File: config.mk
export PLATFORM = sky130hd
export DESIGN_NAME = h264_encode_scheduler
export DESIGN_NICKNAME = d
export VERILOG_FILES = /design/src/rtl/h264_sched_pkg.sv /design/src/rtl/h264_qp_rate_ctrl.sv /design/src/rtl/h264_encode_scheduler.sv
export SDC_FILE = /design/constraint.sdc
export NUM_CORES = 1
export LEC_CHECK = 0
export ABC_CLOCK_PERIOD_IN_PS = 24400
export CAP_MARGIN = 0
export CORE_ASPECT_RATIO = 1.2
export CORE_MARGIN = 3
export CORE_UTILIZATION = 33
export CTS_BUF_LIST = sky130_fd_sc_hd__clkbuf_4 sky130_fd_sc_hd__clkbuf_8 sky130_fd_sc_hd__clkbuf_16
export DETAILED_ROUTE_END_ITERATION = 10
export DONT_BUFFER_PORTS = 1
export GPL_TIMING_DRIVEN = 0
export PLACE_DENSITY = 0.56
export REMOVE_ABC_BUFFERS = 1
export SLEW_MARGIN = 20
export SYNTH_ARGS = -nofsm -noshare
export SYNTH_HDL_FRONTEND = slang
export SYNTH_SLANG_ARGS = --single-unit
File: constraint.sdc
create_clock -name PIX_CLK -period 24.4 [get_ports PIX_CLK]
set_clock_uncertainty 0.15 [all_clocks]
set_input_delay 6.1 -clock PIX_CLK [delete_from_list [all_inputs] [get_ports PIX_CLK]]
set_output_delay 6.1 -clock PIX_CLK [all_outputs]
set_load 0.005 [all_outputs]
File: src/rtl/h264_sched_pkg.sv
// Shared types and constants for the H.264 encode frame scheduler.
package h264_sched_pkg;

  localparam int unsigned QP_W           = 6;
  localparam int unsigned QP_MAX_LEGAL   = 51;
  localparam int unsigned DW_DEF         = 8;
  localparam int unsigned CNT_W_DEF      = 24;
  localparam int unsigned DRAIN_IDLE_DEF = 1024;
  localparam int unsigned TOL_SHIFT_DEF  = 3;
  localparam int unsigned QP_INIT_DEF    = 28;

  typedef enum logic [1:0] {
    ARMED  = 2'd0,
    ACTIVE = 2'd1,
    DRAIN  = 2'd2,
    UPDATE = 2'd3
  } sched_state_e;

  // Clamp a one-bit-wider QP candidate into [lo, hi].
  function automatic logic [QP_W-1:0] qp_clamp(input logic [QP_W:0]   qp,
                                               input logic [QP_W-1:0] lo,
                                               input logic [QP_W-1:0] hi);
    if (qp > {1'b0, hi}) return hi;
    if (qp < {1'b0, lo}) return lo;
    return qp[QP_W-1:0];
  endfunction

endpackage

File: src/rtl/h264_qp_rate_ctrl.sv
// Per-frame QP rate control: one step up/down against a dead band around the
// target frame size, clamped to the configured limits.
module h264_qp_rate_ctrl
  import h264_sched_pkg::*;
#(
  parameter int unsigned CNT_W     = CNT_W_DEF,
  parameter int unsigned TOL_SHIFT = TOL_SHIFT_DEF,
  parameter int unsigned QP_INIT   = QP_INIT_DEF
) (
  input  logic             clk,
  input  logic             reset,
  input  logic             update,
  input  logic             rc_en,
  input  logic [QP_W-1:0]  qp_man,
  input  logic [QP_W-1:0]  qp_min,
  input  logic [QP_W-1:0]  qp_max,
  input  logic [CNT_W-1:0] words,
  input  logic [CNT_W-1:0] target,
  output logic [QP_W-1:0]  rc_qp
);

  logic [QP_W-1:0]  rc_qp_q, rc_qp_d;
  logic [CNT_W:0]   band, hi_lim, lo_lim, words_x;
  logic [QP_W:0]    qp_step;
  logic [QP_W-1:0]  max_eff;

  always_comb begin
    band    = (CNT_W+1)'(target >> TOL_SHIFT);
    words_x = {1'b0, words};
    hi_lim  = {1'b0, target} + band;
    lo_lim  = {1'b0, target} - band;
    if (lo_lim[CNT_W]) lo_lim = '0;
    max_eff = (qp_max > QP_W'(QP_MAX_LEGAL)) ? QP_W'(QP_MAX_LEGAL) : qp_max;

    qp_step = {1'b0, rc_qp_q};
    if (words_x > hi_lim) begin
      qp_step = {1'b0, rc_qp_q} + (QP_W+1)'(1);
    end else if ((words_x < lo_lim) && (rc_qp_q != '0)) begin
      qp_step = {1'b0, rc_qp_q} - (QP_W+1)'(1);
    end

    rc_qp_d = rc_qp_q;
    if (update) begin
      rc_qp_d = rc_en ? qp_clamp(qp_step, qp_min, max_eff) : qp_man;
    end
  end

  always_ff @(posedge clk) begin
    if (reset) rc_qp_q <= QP_W'(QP_INIT);
    else       rc_qp_q <= rc_qp_d;
  end

  assign rc_qp = rc_qp_q;

endmodule

File: src/rtl/h264_encode_scheduler.sv
// Frame-level gate in front of the H.264 I-frame encoder: accepts one frame at
// a time, waits for encoder output to go quiet, then updates QP and counters.
module h264_encode_scheduler
  import h264_sched_pkg::*;
#(
  parameter int unsigned DW         = DW_DEF,
  parameter int unsigned CNT_W      = CNT_W_DEF,
  parameter int unsigned DRAIN_IDLE = DRAIN_IDLE_DEF,
  parameter int unsigned TOL_SHIFT  = TOL_SHIFT_DEF,
  parameter int unsigned QP_INIT    = QP_INIT_DEF
) (
  input  logic             PIX_CLK,
  input  logic             RESET,
  input  logic             ENABLE_I,
  input  logic             RC_EN_I,
  input  logic [QP_W-1:0]  QP_I,
  input  logic [QP_W-1:0]  QP_MIN_I,
  input  logic [QP_W-1:0]  QP_MAX_I,
  input  logic [CNT_W-1:0] TARGET_WORDS_I,
  input  logic [15:0]      HRES_I,
  input  logic [15:0]      VRES_I,
  input  logic             FRAME_START_I,
  input  logic             FRAME_END_I,
  input  logic             DATA_VALID_I,
  input  logic [DW-1:0]    DATA_Y_I,
  input  logic [DW-1:0]    DATA_C_I,
  input  logic             ENC_DATA_VALID_I,
  output logic             ENC_FRAME_START_O,
  output logic             ENC_FRAME_END_O,
  output logic             ENC_DATA_VALID_O,
  output logic [DW-1:0]    ENC_DATA_Y_O,
  output logic [DW-1:0]    ENC_DATA_C_O,
  output logic [15:0]      ENC_HRES_O,
  output logic [15:0]      ENC_VRES_O,
  output logic [QP_W-1:0]  ENC_QP_O,
  output logic             BUSY_O,
  output logic [15:0]      FRAME_CNT_O,
  output logic [15:0]      SKIP_CNT_O,
  output logic [CNT_W-1:0] LAST_SIZE_O,
  output logic             ERR_O
);

  localparam int unsigned IDLE_W = $clog2(DRAIN_IDLE + 1);

  sched_state_e     state_q, state_d;
  logic             fs_q, fs_d, fe_q, fe_d, dv_q, dv_d, busy_q, busy_d, err_q, err_d;
  logic [DW-1:0]    y_q, y_d, c_q, c_d;
  logic [15:0]      hres_q, hres_d, vres_q, vres_d;
  logic [15:0]      frame_cnt_q, frame_cnt_d, skip_cnt_q, skip_cnt_d;
  logic [QP_W-1:0]  qp_q, qp_d, rc_qp;
  logic [CNT_W-1:0] words_q, words_d, last_size_q, last_size_d;
  logic [IDLE_W-1:0] idle_q, idle_d;
  logic             count_beat;

  h264_qp_rate_ctrl #(
    .CNT_W     (CNT_W),
    .TOL_SHIFT (TOL_SHIFT),
    .QP_INIT   (QP_INIT)
  ) u_rc (
    .clk    (PIX_CLK),
    .reset  (RESET),
    .update (state_q == UPDATE),
    .rc_en  (RC_EN_I),
    .qp_man (QP_I),
    .qp_min (QP_MIN_I),
    .qp_max (QP_MAX_I),
    .words  (words_q),
    .target (TARGET_WORDS_I),
    .rc_qp  (rc_qp)
  );

  always_comb begin
    state_d     = state_q;
    fs_d        = 1'b0;
    fe_d        = 1'b0;
    dv_d        = 1'b0;
    y_d         = y_q;
    c_d         = c_q;
    hres_d      = hres_q;
    vres_d      = vres_q;
    qp_d        = qp_q;
    err_d       = err_q;
    frame_cnt_d = frame_cnt_q;
    skip_cnt_d  = skip_cnt_q;
    last_size_d = last_size_q;
    words_d     = words_q;
    idle_d      = idle_q;
    count_beat  = 1'b0;

    unique case (state_q)
      ARMED: begin
        if (FRAME_START_I && ENABLE_I) begin
          state_d = ACTIVE;
          fs_d    = 1'b1;
          hres_d  = HRES_I;
          vres_d  = VRES_I;
          qp_d    = RC_EN_I ? rc_qp : QP_I;
          words_d = '0;
        end
      end
      ACTIVE: begin
        count_beat = 1'b1;
        dv_d       = DATA_VALID_I;
        if (DATA_VALID_I) begin
          y_d = DATA_Y_I;
          c_d = DATA_C_I;
        end
        // A start colliding with the end is a dropped frame; a lone start is a protocol error.
        if (FRAME_END_I) begin
          fe_d    = 1'b1;
          state_d = DRAIN;
          idle_d  = '0;
          if (FRAME_START_I) skip_cnt_d = skip_cnt_q + 16'd1;
        end else if (FRAME_START_I) begin
          err_d   = 1'b1;
          fe_d    = 1'b1;
          state_d = DRAIN;
          idle_d  = '0;
        end
      end
      DRAIN: begin
        count_beat = 1'b1;
        if (FRAME_START_I) skip_cnt_d = skip_cnt_q + 16'd1;
        if (ENC_DATA_VALID_I)                        idle_d  = '0;
        else if (idle_q == IDLE_W'(DRAIN_IDLE - 1))  state_d = UPDATE;
        else                                         idle_d  = idle_q + IDLE_W'(1);
      end
      UPDATE: begin
        last_size_d = words_q;
        frame_cnt_d = frame_cnt_q + 16'd1;
        state_d     = ARMED;
      end
      default: state_d = ARMED;
    endcase

    if (count_beat && ENC_DATA_VALID_I && !(&words_q)) words_d = words_q + CNT_W'(1);
    busy_d = (state_d != ARMED);
  end

  always_ff @(posedge PIX_CLK) begin
    if (RESET) begin
      state_q     <= ARMED;
      fs_q        <= 1'b0;
      fe_q        <= 1'b0;
      dv_q        <= 1'b0;
      y_q         <= '0;
      c_q         <= '0;
      hres_q      <= '0;
      vres_q      <= '0;
      qp_q        <= QP_W'(QP_INIT);
      busy_q      <= 1'b0;
      err_q       <= 1'b0;
      frame_cnt_q <= '0;
      skip_cnt_q  <= '0;
      last_size_q <= '0;
      words_q     <= '0;
      idle_q      <= '0;
    end else begin
      state_q     <= state_d;
      fs_q        <= fs_d;
      fe_q        <= fe_d;
      dv_q        <= dv_d;
      y_q         <= y_d;
      c_q         <= c_d;
      hres_q      <= hres_d;
      vres_q      <= vres_d;
      qp_q        <= qp_d;
      busy_q      <= busy_d;
      err_q       <= err_d;
      frame_cnt_q <= frame_cnt_d;
      skip_cnt_q  <= skip_cnt_d;
      last_size_q <= last_size_d;
      words_q     <= words_d;
      idle_q      <= idle_d;
    end
  end

  assign ENC_FRAME_START_O = fs_q;
  assign ENC_FRAME_END_O   = fe_q;
  assign ENC_DATA_VALID_O  = dv_q;
  assign ENC_DATA_Y_O      = y_q;
  assign ENC_DATA_C_O      = c_q;
  assign ENC_HRES_O        = hres_q;
  assign ENC_VRES_O        = vres_q;
  assign ENC_QP_O          = qp_q;
  assign BUSY_O            = busy_q;
  assign FRAME_CNT_O       = frame_cnt_q;
  assign SKIP_CNT_O        = skip_cnt_q;
  assign LAST_SIZE_O       = last_size_q;
  assign ERR_O             = err_q;

endmodule
Word level (Yosys, flattened, before mapping). Index checks and enable logic that the tools add are counted.

Logic and storage cells: 97. Register bits after elaboration: 158.

Bitwise logic cells: 3. $lt $le $gt $ge: 5. Reduce and logical (&&, ||, !) cells: 21. Mux-type cells: 36. Add/subtract/negate cells: 8. Eq/ne operators: 7.

Operator list (number): 24-bit two-way mux (4); 11-bit two-way mux (4); 6-bit two-way mux (7); 16-bit by 1-bit adder with 16-bit output, second input constant (2); 16-bit two-way mux (2); 16-bit one-hot mux with 2 select lines (1); 24-bit by 21-bit adder with 25-bit output (1); 24-bit by 25-bit > comparator with 1-bit output (1); 24-bit by 25-bit less-than comparator with 1-bit output (1); 24-bit by 21-bit subtractor with 25-bit output (1); 24-bit by 1-bit adder with 24-bit output, second input constant (1); 24-bit AND reduction (1); 11-bit one-hot mux with 2 select lines (1); 7-bit two-way mux (2); 11-bit by 1-bit adder with 11-bit output, second input constant (1); 11-bit by 10-bit equality test with 1-bit output, second input constant (1); 2-bit two-way mux (5); 1-bit two-way mux (9); 2-bit one-hot mux with 4 select lines (1); 2-bit AND reduction (4); 2-bit nonzero test (4); 6-bit by 1-bit adder with 7-bit output, second input constant (1); 7-bit by 6-bit > comparator with 1-bit output (1); 7-bit by 6-bit less-than comparator with 1-bit output (1); 13 further kinds (23).

Logic depth before layout (Yosys ltp). Gate-level depths: netlist of the first run.

Depth in word-level cells: 14. Mapped depth: 35. Depth with buffers taken out: 34.

Hierarchy. From an unflattened synthesis of the first run, not the netlist that was laid out.

Cell total of the unflattened synthesis: 1338. Area total of the unflattened synthesis: 10682.7 um^2.

By module, submodules not included: h264_encode_scheduler (area an instance 6261.0 um^2, cells each 724, instances 1); h264_qp_rate_ctrl (area an instance 4421.7 um^2, cells each 614, instances 1).

Least setup slack after synthesis of the first run. OpenSTA, ideal clock, no wires.

Path kind: in2reg. From: in TARGET_WORDS_I[0]. To: reg u_rc.rc_qp_q[1] (netlist: u_rc.rc_qp[1]). Stages on the path: 32. Data arrival time: 12.320 ns. Path slack: 11.870 ns. Required time: 24.190 ns. Cells stage by stage: ha_1 > fa_1 > nand2b_2 > a221oi_2 > or4_4 > a21oi_4 > o31ai_1 > a21oi_1 > o21ai_0 > a21oi_1 > nor2_1 > o21ai_0 > xnor2_1 > ha_1 > a2111oi_0 > nand2_1 > o311ai_2 > or2_4 > nand2_1 > o41ai_1 > xor2_1 > ha_1 > nand3_1 > nor2_1 > nand2_1 > a21oi_1 > o21bai_1 > a211oi_1 > nor3b_1 > or4b_1 > a311oi_2 > a41o_1.

Cells in the longest elaborated chain, start to end: 13. Elaborated cells between the ends (all ways): 19. Classes of those cells: 2 x add/sub; 4 x order compare; 12 x mux; 1 x reduce/logical.

Ends and longest elaborated chain: from (decl) (RTL line h264_encode_scheduler.sv:19) `input logic [CNT_W-1:0] TARGET_WORDS_I,`; 24-bit by 21-bit subtractor with 25-bit output (RTL line h264_qp_rate_ctrl.sv:31) `lo_lim = {1'b0, target} - band;`; 24-bit two-way mux (RTL line h264_qp_rate_ctrl.sv:32) `if (lo_lim[CNT_W]) lo_lim = '0;`; 24-bit by 25-bit less-than comparator with 1-bit output (RTL line h264_qp_rate_ctrl.sv:38) `end else if ((words_x < lo_lim) && (rc_qp_q != '0)) begin`; 1-bit logical AND (RTL line h264_qp_rate_ctrl.sv:38); 7-bit two-way mux (RTL line h264_qp_rate_ctrl.sv:38); 7-bit two-way mux (*) (RTL line h264_qp_rate_ctrl.sv:36) `if (words_x > hi_lim) begin`; 7-bit by 6-bit less-than comparator with 1-bit output (RTL line h264_sched_pkg.sv:24) `if (qp < {1'b0, lo}) return lo;`; 1-bit two-way mux (2 in series) (RTL line h264_sched_pkg.sv:24); 1-bit two-way mux (RTL line h264_qp_rate_ctrl.sv:43) `if (update) begin`; 6-bit two-way mux (RTL line h264_sched_pkg.sv:25) `return qp[QP_W-1:0];`; 6-bit two-way mux (*) (RTL line h264_sched_pkg.sv:24); 6-bit two-way mux (*) (RTL line h264_qp_rate_ctrl.sv:44) `rc_qp_d = rc_en ? qp_clamp(qp_step, qp_min, max_eff) : qp_man;`; to (signal assigned) (RTL line h264_qp_rate_ctrl.sv:49) `if (reset) rc_qp_q <= QP_W'(QP_INIT);`; to (signal assigned) (RTL line h264_qp_rate_ctrl.sv:50) `else rc_qp_q <= rc_qp_d;`; to (decl) (RTL line h264_qp_rate_ctrl.sv:22) `logic [QP_W-1:0] rc_qp_q, rc_qp_d;`.

Mark *: on every way between the ends. The rest lies on a longest branch, timed or not. The select of a mux whose other input is x is not followed. A chain may end at the register's enable or synchronous reset.

Worst setup path in the final report of the first run.
From: in TARGET_WORDS_I[4]. To: reg u_rc.rc_qp_q[2] (netlist: u_rc.rc_qp[2]).

Same word-level chain as after synthesis.

==> flow_summary.toml, run 1 <==
[critical_path]
critical_path_class = "primary input to flop"
critPathMaxStageDelay_ps = 560
cp.buffers_inverters = 1
critPathTopFamily = "compound AO/OA/AOI/OAI gates"
cp.required_ps = 24580
cp_slowest_cell = "a2111oi_0"
worstSetupStartpointType = "primary input"
cp.arrival_ps = 13840
worstPathMaxFanout = 6
critPathCaptureType = "flop"

[synthesis]
synth-main-ff-cell = "dfxtp_1"
synthDistinctLibCells = 76
synth_seq_cells = 158
netlist.area_leader.share_pct = 30.3
synth.yosys.seq_area_share_pct = 30.3
synth_edf_count = 0
synth.area.top_cells = "dfxtp_1 30%, ha_1 13%, nand2_1 6.7%"
yosys-top-cells-count = "186 x nand2_1, 163 x nor2_1, 158 x dfxtp_1"
yosysMostFrequentCell = "nand2_1"
synthArstFlopShare_pct = 0
synthCells = 1342
synth_compound_area_share_pct = 17.3
synth.mux.area_fraction_pct = 3.51
synth_xor_area_share_pct = 6.38
synth_top_family_by_area = "simple AND/OR/NAND/NOR gates"
synth-warning-count = 0
syn_area_per_cell_um2 = 7.77
synth-adder-area-share_pct = 13.7
synthSimpleGateAreaFrac_pct = 24.2
synth.largest_area_cell = "dfxtp_1"
synth_area_um2 = 10400

[sta]
fmax_ghz = 0.0732
finalHoldViolations = 0
drv_slew = 0
fin_tns_setup_ps = 0
finalSetupViolCount = 0
fin_crit_ps = 13670
fin_crit_sh_pct = 56.0
maxSlewHeadroom_pct = 47.5
rsz0062_at_grt = "false"
worst_pin_slew_ps = 786

[clock_network]
cts_tree = "done"
ctsResizeCount = 0
cts_setup_buffers = 0
ctsHoldBuffers = 0
cts_buffers = 17
clockBufferDepth = 2
clock_latency_ps = 430
cts_num_sinks = 158
clockRootBuffer = "clkbuf_16"
ctsHtreeMaxLevel = 4
clk_pin_slew_ps = 70

[global_route]
grt_pass1_wl_mm = 44.5
first_global_vias = 8579
antenna_found_initial = 0
track_usage_pct = 15.9
overflow = 0
grt_max_degree = 144

[cells_and_area]
syn_to_final_growth_pct = 8.66
final_core_util_pct = 36.8
diodes = 0
drive_gt1_share_pct = 4.72
fin_nets = 1511
fin_cells = 1709
fillers = 3226

[drt]
first_pass_iters = 5
avgRoutedWirePerCell_um = 16.1
drc_errors = 0
antenna_left = 0
first_iter_violations = 395
routed_via_density = 5.23
vias = 8943
wl_mm = 27.5

[floorplanning]
core_area_um2 = 30800
die_x_um = 168
rows = 70
die_area_um2 = 33800
die_y_um = 201
ios = 213
start_util_pct = 33.8

[placed_design]
globalplace.congestion = 0.815
port_buffers = 0
dp_cells = 1677
hpwl_mm = 21.1

[job]
maxCapViolCount = 0

[min_path]
hp-class = "flop to flop"

[pwr]
pwr-share-comb_pct = 19.2
internal-power_uw = 468
switching_share_pct = 28.9
p_sw_uw = 191
p_clk_share_pct = 39.6
leakage_uw = 0.00453
power_density_nw_per_um2 = 58.1
seq_power_share_pct = 41.2
ir_drop_uv = 51.4

[status]
status = "complete, no violations"
per-stage QoR:
stage          setup slack [ps]  hold slack (ps)  power (uW)  area, um^2
5_1_grt                    9980              335         694       11300
2_1_floorplan             11860              297         373       10200
3_3_place_gp              10350              307         399       10700
6_report                  10730              320         659       11300
4_1_cts                   10720              321         669       11300
3_5_place_dp              10290              312         403       10800
layout make-up:
cell class | instances | area, um^2 | area share [%]
multi-input cells | 1061 | 6810 | 60.1
flip-flops and latches | 158 | 3160 | 27.9
well taps | 396 | 495 | 4.37
clock buffers | 22 | 482 | 4.25
inverters | 59 | 221 | 1.95
clock inverters | 10 | 104 | 0.916
repair buffers | 3 | 60.1 | 0.530
worst register-to-register path: cells and delay by family, from the launching register on:
kind / cells / cell delay [ps]
AO/OA/AOI/OAI: 12 / 3260
XOR/XNOR: 1 / 330
adder cells (fa/ha/maj): 2 / 620
flip-flops: 1 / 590
AND/OR/NAND/NOR: 4 / 750
placed cells by master, fill, tap and decap left out, types with 4 or more instances in the layout:
cell        Yosys  routed
xor2_1         37      37
and2_1          8       8
o31ai_1         5       5
o21ai_1         6       6
nand2b_1       17      17
a21oi_1       135     135
nand2_1       186     186
nand3_1        44      43
a31oi_1         9       8
a41o_1          4       4
o41ai_1         5       5
o211ai_1        7       7
or3_1          11      11
clkinvlp_4      0       4
a2111oi_0       4       4
ha_1          111     110
nor2b_1        14      14
o21a_1          6       6
and3_1         16      15
nand3b_1        5       5
inv_6           0       4
nand4_1        23      23
o21ai_0        46      46
mux2i_1        31      31
mux2_2          4       4
nor3b_1         8       8
clkbuf_16       0      17
a211oi_1       18      18
nor4_1          7       7
xnor2_1        39      39
nor2_1        163     162
dfxtp_1       158     158
a21o_1         11      11
nor3_1         20      20
or2_2           4       4
inv_1          59      59
power by group through the flow:
stage          clock [uW]  sequential (uW)  combinational, uW
3_5_place_dp            0              277                126
2_1_floorplan           0              275               98.1
3_3_place_gp            0              277                122
5_1_grt               279              272                144
6_report              261              271                126
4_1_cts               271              271                127
registers in the layout, summed over array words and instances, names as in the netlist, 2 cells and up:
register and cells:
SKIP_CNT_O 16, idle_q 11, LAST_SIZE_O 24, ENC_QP_O 6
state_q 2, ENC_HRES_O 16, u_rc.rc_qp 6, words_q 24
FRAME_CNT_O 16, ENC_VRES_O 16, ENC_DATA_C_O 8, ENC_DATA_Y_O 8
kinds of logic after synthesis:
| kind of cell | after synthesis |
|---|---|
| and+or+nand+nor | 544 |
| AOI/OAI and AO/OA | 292 |
| DFF | 158 |
| buffers and inverters | 123 |
| adders and majority gates | 113 |
| xor gates and xnor gates | 76 |
| muxes | 36 |
path summary, 6_finish.rpt:
kind                                                    from                      endpoint  slack [ps]  cells after the start
worst min-delay path            ENC_DATA_C_O[5]$_SDFFE_PP0P_  ENC_DATA_C_O[5]$_SDFFE_PP0P_         320                      2
worst min register to register  ENC_DATA_C_O[5]$_SDFFE_PP0P_  ENC_DATA_C_O[5]$_SDFFE_PP0P_         320                      2
worst max register to register      words_q[19]$_SDFFE_PP0P_    u_rc.rc_qp[2]$_SDFFE_PP1N_       18600                     19
worst max-delay path                       TARGET_WORDS_I[4]    u_rc.rc_qp[2]$_SDFFE_PP1N_       10730                     32
metal layers:
layer	global-route usage (%)	wire [um]	vias to the layer above	part of all wire [%]
met3	4.02	1880	29	6.8
met2	28.3	13600	211	50
li1	-	-	4601	-
met1	18.6	11400	4102	42
met4	5.12	529	0	1.9
met5	0	0	-	0
(Power assumes the default switching activity.)
==> run 2, diff against run 1 <==
ABC_CLOCK_PERIOD_IN_PS = 13000   (was 24400)
clock period = 13 ns   (was 24.4 ns; I/O delays follow)
==> results of run 2 <==
Same layout as run 1 (identical final DEF). Status: complete, no violations.
Main changes from that run: setup slack after placement 10290 ps -> 1740 ps; setup slack after layout 10730 ps -> 2180 ps; register-to-register setup slack 18600 ps -> 7200 ps; total power 659 uW -> 1240 uW; worst IR drop on VDD 51.4 uV -> 96.5 uV
==> run 3, diff against run 2 <==
ABC_CLOCK_PERIOD_IN_PS = 10300   (was 13000)
clock period = 10.3 ns   (was 13 ns; I/O delays follow)
==> run 3 against run 2 <==
  * Register-to-register slack worse by 2400 ps
  * Largest power group unchanged
  * Critical path depth stayed put
  * Sequential power grew 26%
  * Via count grew 0.11%
==> flow_summary.toml, run 3 (same netlist as run 1, synthesis figures left out) <==
[placed_design]
hpwl_mm = 21.1
pre_cts_slack_ps = -286
globalplace.congestion = 0.815
dp_cells = 1677
postPlaceCellArea_um2 = 10800
port_buffers = 0

[cells_and_area]
diodes = 0
fin_nets = 1511
mostFrequentLayoutCells = "186 x nand2_1, 162 x nor2_1, 158 x dfxtp_1, 135 x a21oi_1, 110 x ha_1"
drive_gt1_share_pct = 5.10
final_area_um2 = 11400
fin_cells = 1709
final_common_cell = "nand2_1"
syn_to_final_growth_pct = 9.03

[global_route]
grt_max_degree = 144
antenna_found_initial = 0
track_usage_pct = 15.9
grt_pass1_wl_mm = 44.5
first_global_vias = 8579
overflow = 0

[sta]
fin_crit_ps = 9600
finalSetupViolCount = 0
fin_tns_setup_ps = 0
finalHoldViolations = 0
fmax_ghz = 0.104
maxSlewHeadroom_pct = 47.3
hold_slack_ps = 320
fin_crit_sh_pct = 93.2
setup_ws_ps = 700
rsz0062_at_grt = "false"
drv_slew = 0
worst_pin_slew_ps = 788

[drt]
vias = 8953
first_iter_violations = 411
antenna_left = 0
first_pass_iters = 4
avgRoutedWirePerCell_um = 16.1
routed_via_density = 5.24
drc_errors = 0
wl_mm = 27.5

[floorplanning]
die_x_um = 168
rows = 70
core_area_um2 = 30800
die_y_um = 201
die_area_um2 = 33800
start_util_pct = 33.8
ios = 213

[critical_path]
worstSetupStartpointType = "primary input"
worstPathMaxFanout = 9
cp.required_ps = 10520
critPathMaxStageDelay_ps = 640
cp.arrival_ps = 9820
critPathCaptureType = "flop"
cp_slowest_cell = "o311ai_2"
critical_path_class = "primary input to flop"

[clock_network]
clk_pin_slew_ps = 60
cts_num_sinks = 158
ctsHoldBuffers = 0
ctsResizeCount = 0
cts_setup_buffers = 0
clockRootBuffer = "clkbuf_16"
cts_buffers = 17
clock_latency_ps = 430
ctsHtreeMaxLevel = 4
clockBufferDepth = 2
cts_tree = "done"

[min_path]
hp-class = "flop to flop"

[pwr]
power_density_nw_per_um2 = 137
ir_drop_uv = 122
leakage_uw = 0.00454

[status]
status = "complete, no violations"

[job]
maxCapViolCount = 0
-- run 3: through the flow --
stage                     total power [uW]  util, %
after floorplan                        884        -
after detailed placement               955     34.9
after global routing                  1650     36.9
after CTS                             1580     36.8
after global placement                 946     34.6
final                                 1560     36.9
-- run 3: worst paths after layout --
kind              slack (ps)  cells past startpoint                          from                            to
setup reg to reg        4830                     21      words_q[19]$_SDFFE_PP0P_    u_rc.rc_qp[1]$_SDFFE_PP0N_
hold reg to reg          320                      2  ENC_DATA_C_O[5]$_SDFFE_PP0P_  ENC_DATA_C_O[5]$_SDFFE_PP0P_
setup / recovery         700                     32             TARGET_WORDS_I[0]    u_rc.rc_qp[1]$_SDFFE_PP0N_
hold / removal           320                      2  ENC_DATA_C_O[5]$_SDFFE_PP0P_  ENC_DATA_C_O[5]$_SDFFE_PP0P_
-- run 3: layout make-up --
cell class	instances	area [um^2]
timing repair buffer	3	60.1
fill	3220	19500
clock buffer	22	482
clock inverter	10	104
inverter	59	221
tap	396	495
sequential	158	3160
multi-input combinational	1061	6850
-- run 3: layer usage --
layer / vias up / part of all wire, % / GRT usage [%]
li1: 4595 / - / -
met1: 4108 / 42 / 18.6
met2: 221 / 49 / 28.3
met3: 29 / 6.8 / 4.02
met4: 0 / 2.1 / 5.12
met5: - / 0 / 0
-- run 3: critical path, delay by kind of cell --
family / cells / cell delay, ps
adder cells (fa/ha/maj): 4 / 1220
XOR/XNOR: 2 / 300
AO/OA/AOI/OAI: 15 / 3530
AND/OR/NAND/NOR: 11 / 2150
-- run 3: power by group --
| group | internal, uW | leakage [uW] | switching (uW) |
|---|---|---|---|
| Clock | 360 | 0.000277 | 258 |
| Sequential | 627 | 0.00128 | 15.0 |
| Combinational | 122 | 0.00298 | 180 |
| Total | 1110 | 0.00454 | 453 |
